[config.mk]
export PLATFORM = sky130hd
export DESIGN_NAME = xctcmsg_receive_matcher
export DESIGN_NICKNAME = d
export VERILOG_FILES = /design/src/rtl/xctcmsg_receive_matcher.sv
export SDC_FILE = /design/constraint.sdc
export NUM_CORES = 1
export LEC_CHECK = 0
export CAP_MARGIN = 10
export CORE_MARGIN = 3
export CORE_UTILIZATION = 53
export CTS_BUF_LIST = sky130_fd_sc_hd__clkbuf_8
export CTS_CLUSTER_DIAMETER = 50
export DETAILED_ROUTE_END_ITERATION = 6
export GPL_TIMING_DRIVEN = 0
export PLACE_DENSITY = 0.81
export SLEW_MARGIN = 20
export SYNTH_ARGS = -nofsm -noshare
export SYNTH_HDL_FRONTEND = slang
export SYNTH_SLANG_ARGS = --single-unit
[constraint.sdc]
create_clock -name clk_i -period 7.7 [get_ports clk_i]
set_input_delay 1.155 -clock clk_i [delete_from_list [all_inputs] [get_ports clk_i]]
set_output_delay 1.155 -clock clk_i [all_outputs]
set_load 0.02 [all_outputs]
[src/rtl/xctcmsg_receive_matcher.sv]
// Receive matcher: buffers incoming network messages in age order and serves receive-queue
// requests (blocking receive or availability probe) by masked {tag,address} match.
//
// state | meaning
// IDLE  | waiting for a receive-queue request
// MATCH | comparing the latched request against buffered messages
// RESP  | presenting the writeback result
module xctcmsg_receive_matcher #(
    parameter int DEPTH = 4,
    parameter int PT_W  = 16
) (
    input  logic                clk_i,
    input  logic                rst_ni,
    input  logic                net_valid_i,
    output logic                net_ready_o,
    input  logic [127:0]        net_data_i,
    input  logic                req_valid_i,
    output logic                req_ready_o,
    input  logic [128+PT_W:0]   req_data_i,
    output logic                wb_valid_o,
    input  logic                wb_ready_i,
    output logic [63+PT_W:0]    wb_data_o
);

    localparam int RW = 129 + PT_W;
    localparam int CW = $clog2(DEPTH + 1);
    localparam int IW = $clog2(DEPTH);

    typedef enum logic [1:0] {IDLE, MATCH, RESP} state_t;

    state_t         state_q, state_d;
    logic [CW-1:0]  count_q, count_d, ins_pos;
    logic [63:0]    key_q [DEPTH];
    logic [63:0]    dat_q [DEPTH];
    logic [63:0]    key_d [DEPTH];
    logic [63:0]    dat_d [DEPTH];
    logic [RW-1:0]  req_q;
    logic [63:0]    value_q, value_d;
    logic           value_en, rm_en, hit, net_fire, req_fire;
    logic [IW-1:0]  hit_idx;
    logic           req_avail;
    logic [63:0]    req_meta, req_mask;
    logic [PT_W-1:0] req_pt;

    assign req_avail = req_q[RW-1];
    assign req_meta  = req_q[RW-2 -: 64];
    assign req_mask  = req_q[RW-66 -: 64];
    assign req_pt    = req_q[PT_W-1:0];

    // Registered count only: a same-cycle removal never opens a slot early.
    assign net_ready_o = (count_q < CW'(DEPTH));
    assign net_fire    = net_valid_i & net_ready_o;
    assign req_ready_o = (state_q == IDLE);
    assign req_fire    = req_valid_i & req_ready_o;
    assign wb_valid_o  = (state_q == RESP);
    assign wb_data_o   = {value_q, req_pt};

    // Scan from the youngest down so the oldest hit wins.
    always_comb begin
        hit     = 1'b0;
        hit_idx = '0;
        for (int k = DEPTH - 1; k >= 0; k--) begin
            if (k < int'(count_q) && ((key_q[k] ^ req_meta) & req_mask) == 64'd0) begin
                hit     = 1'b1;
                hit_idx = IW'(k);
            end
        end
    end

    always_comb begin
        state_d  = state_q;
        rm_en    = 1'b0;
        value_en = 1'b0;
        value_d  = value_q;
        case (state_q)
            IDLE: begin
                if (req_fire) state_d = MATCH;
            end
            MATCH: begin
                if (req_avail) begin
                    value_d  = {63'd0, hit};
                    value_en = 1'b1;
                    state_d  = RESP;
                end else if (hit) begin
                    value_d  = dat_q[hit_idx];
                    value_en = 1'b1;
                    rm_en    = 1'b1;
                    state_d  = RESP;
                end
            end
            RESP: begin
                if (wb_ready_i) state_d = IDLE;
            end
            default: state_d = IDLE;
        endcase
    end

    // Removal shifts younger entries down; a concurrent insert lands after the shift.
    always_comb begin
        ins_pos = rm_en ? (count_q - CW'(1)) : count_q;
        count_d = count_q + CW'(net_fire) - CW'(rm_en);
        for (int i = 0; i < DEPTH; i++) begin
            key_d[i] = key_q[i];
            dat_d[i] = dat_q[i];
            if (rm_en && i >= int'(hit_idx)) begin
                key_d[i] = key_q[(i < DEPTH - 1) ? i + 1 : i];
                dat_d[i] = dat_q[(i < DEPTH - 1) ? i + 1 : i];
            end
            if (net_fire && i == int'(ins_pos)) begin
                key_d[i] = net_data_i[127:64];
                dat_d[i] = net_data_i[63:0];
            end
        end
    end

    always_ff @(posedge clk_i or negedge rst_ni) begin
        if (!rst_ni) begin
            state_q <= IDLE;
            count_q <= '0;
            req_q   <= '0;
            value_q <= '0;
        end else begin
            state_q <= state_d;
            count_q <= count_d;
            if (req_fire) req_q <= req_data_i;
            if (value_en) value_q <= value_d;
        end
    end

    always_ff @(posedge clk_i) begin
        for (int i = 0; i < DEPTH; i++) begin
            key_q[i] <= key_d[i];
            dat_q[i] <= dat_d[i];
        end
    end

endmodule

==> results.yml <==
power:
  vdd_drop_max_v: 0.0001736
  power_density_nw_per_um2: 340.5
  p_leak_nw: 15.95
timing:
  timing.final.max_slew_violations: 0
  final_hold_viol_count: 0
  period_share_pct: 72.08
  worst_pin_slew_ps: 1212
  setup_tns_ps: 0
  slew_headroom_pct: 19.23
  finalClockSkew_ps: 48.15
  rsz0062_at_grt: "false"
  max_freq_mhz: 180.2
  setup-violations-final: 0
  period_minus_slack_ps: 5551
worst_setup_path:
  startpoint: "req_q[137]"
  timing.rr.start: "req_q[137]"
  crit_type: "reg -> reg"
  required_ps: 8090
  cp-end-kind: "flip-flop"
  critPathMaxFanout: 42
  critPathLaunchType: "flip-flop"
  worstPathArrival_ps: 5940
yosys:
  ys_types: 44
  ys.flop_type: "edfxtp_1"
  synth.most_common_cell: "edfxtp_1"
  synth_edf_count: 512
  synth_fa_ha_area_share_pct: 0.2840
  synthMuxAreaShare_pct: 21.65
  synth_nets: 2453
  synth_area_leader_cell: "edfxtp_1"
  synth_commonest_cells: "edfxtp_1, mux2_2, xor2_1"
  yosysSeqAreaShare_pct: 61.91
  syn-instance-count: 2168
  synth_top_family_by_area: "multiplexers"
  synthArstFlopShare_pct: 29.48
  synth_compound_area_share_pct: 4.891
  synth_area_per_cell_um2: 15.45
  ys_warn_count: 0
  synth_top_area_share_pct: 45.91
  synthTopCellsByArea: "edfxtp_1, dfrtp_1, mux2_2"
  yosys.area_share.simple_pct: 1.965
  synth-xor-area-share_pct: 6.722
  netlist_area_um2: 33490
  ys_seq_elements: 726
die:
  fp.dieW_um: 257.4
  io_pins: 361
  die_area_um2: 66230
  die_y_um: 257.4
  core_area_um2: 62050
  rows: 91
  start_util_pct: 53.96
detailed_routing:
  vias_per_cell: 5.993
  wire_per_inst_um: 28.82
  remaining_drc_errors: 0
  drt_iter0_markers: 2233
  totalWireLength_mm: 104.4
  vias: 21700
  drt-pass1-iter-count: 6
  ant_nets: 0
grt:
  antenna_found_initial: 19
  grt_use_total_pct: 31.06
  first_global_vias: 22850
  grt_pass1_wl_mm: 150.9
  grt_max_degree: 80
  grt-ovfl-total: 0
finish:
  finalNetCount: 2955
  final_cells: 3621
  syn2layout_area_growth_pct: 23.27
  drive_above_1_share_pct: 23.68
clock_network:
  cts_resized: 0
  postCtsHoldBufs: 0
  cts_root_buf: "clkbuf_8"
  cts_sinks: 726
  htree_levels: 3
  tritoncts: "done"
  post_cts_buffers: 0
  cts_buffer_depth: 3
  clk_latency_ps: 760
  path_clk_slew_ps: 60
  cts_buffers: 118
placement:
  gp_congestion: 1.007
  placedCellCount: 3387
  dp_hpwl_mm: 74.41
  port-buffer-count: 360
min_path:
  hp-class: "in -> async"
outcome:
  status: "finished, final reports clean"
job:
  maxCapViolCount: 0
## per-layer routing
metal | vias to the layer above | part of all wire, % | routed length [µm] | GRT usage [%]
li1 | 9277 | - | - | -
met1 | 10990 | 38 | 39750 | 39.97
met2 | 1166 | 48 | 49880 | 50.69
met3 | 245 | 9.8 | 10220 | 7.942
met4 | 20 | 4.2 | 4366 | 12.39
met5 | - | 0.14 | 145 | 0
## state kept, by name, summed over array words and instances, names as in the netlist
signal and cells:
count_q 3, dat_q 256, key_q 256, req_q 145, state_q 2, value_q 64
## kinds of logic after synthesis
group           Yosys count
simple gates            135
fa+ha+maj                 7
flops                   726
mux                     658
buf+inv                 177
compound gates          208
xor+xnor                257
## power breakdown
part,total [mW],leakage (nW),switching [mW],internal (mW)
Sequential,5.84,7.30,0.700,5.14
Combinational,4.63,7.21,2.69,1.94
Clock,3.58,1.43,1.61,1.97
## cell type report
cell class                 instances  area (µm²)
timing repair buffer             382        4119
multi-input combinational       1265       11930
inverter                           6       22.52
fill                            4385       20770
clock inverter                    77       543.0
buffer                           171       843.3
antenna                           10       25.02
tap                              837        1047
clock buffer                     147        2023
sequential                       726       20730
## cells in the final DEF (no fill, tap or decap), types with 7 or more instances in the layout
cell / synthesis / final
a22oi_1: 114 / 114
buf_1: 8 / 8
buf_12: 0 / 11
buf_16: 0 / 10
buf_2: 37 / 37
buf_4: 17 / 17
buf_6: 12 / 12
bufinv_16: 0 / 7
clkbuf_1: 97 / 96
clkbuf_8: 0 / 147
clkdlybuf4s50_1: 0 / 359
clkinv_1: 0 / 18
clkinv_2: 0 / 14
dfrtp_1: 214 / 214
diode_2: 0 / 10
edfxtp_1: 512 / 512
inv_1: 6 / 35
mux2_1: 146 / 146
mux2_2: 384 / 384
mux2i_1: 128 / 128
nand2_1: 68 / 68
nand3_1: 7 / 7
nand4_1: 29 / 29
o221ai_1: 63 / 63
xor2_1: 256 / 256
## worst max-delay path, stage by stage (launching register included)
cell and delay (ps):
dfrtp_1 360, clkbuf_1 170, xor2_1 240, a22oi_1 410, nand4_1 230, nor4_1 400, nand4_1 490, nand4_1 450
nand4_1 130, a21oi_1 260, clkbuf_1 630, buf_2 490, nand2b_4 560, buf_16 320
## final timing paths
check | endpoint | depth (start not counted) | slack (ps)
min | req_q[55] | 1 | 360
max | dat_q[2][48] | 13 | 2150
max reg2reg | dat_q[2][48] | 13 | 2150
min reg2reg | value_q[57] | 2 | 490
max in group asynchronous | value_q[18] | 3 | 6060
min in group clk_i | value_q[57] | 2 | 490
## per-stage QoR
stage | instance area, µm² | worst slack, ps | hold slack (ps) | total power, mW | utilization [%]
finish | 41280 | 2149 | 356.4 | 14.06 | 66.52
global route | 41260 | 1918 | 370.2 | 14.55 | 66.49
floorplan | 33490 | 1370 | 482.0 | 8.407 | -
CTS | 41250 | 2140 | 355.0 | 14.04 | 66.48
global placement | 38140 | -4782 | 469.6 | 10.33 | 61.47
detailed placement | 38690 | 2150 | 472.5 | 10.44 | 62.34
(Power assumes the default switching activity.)
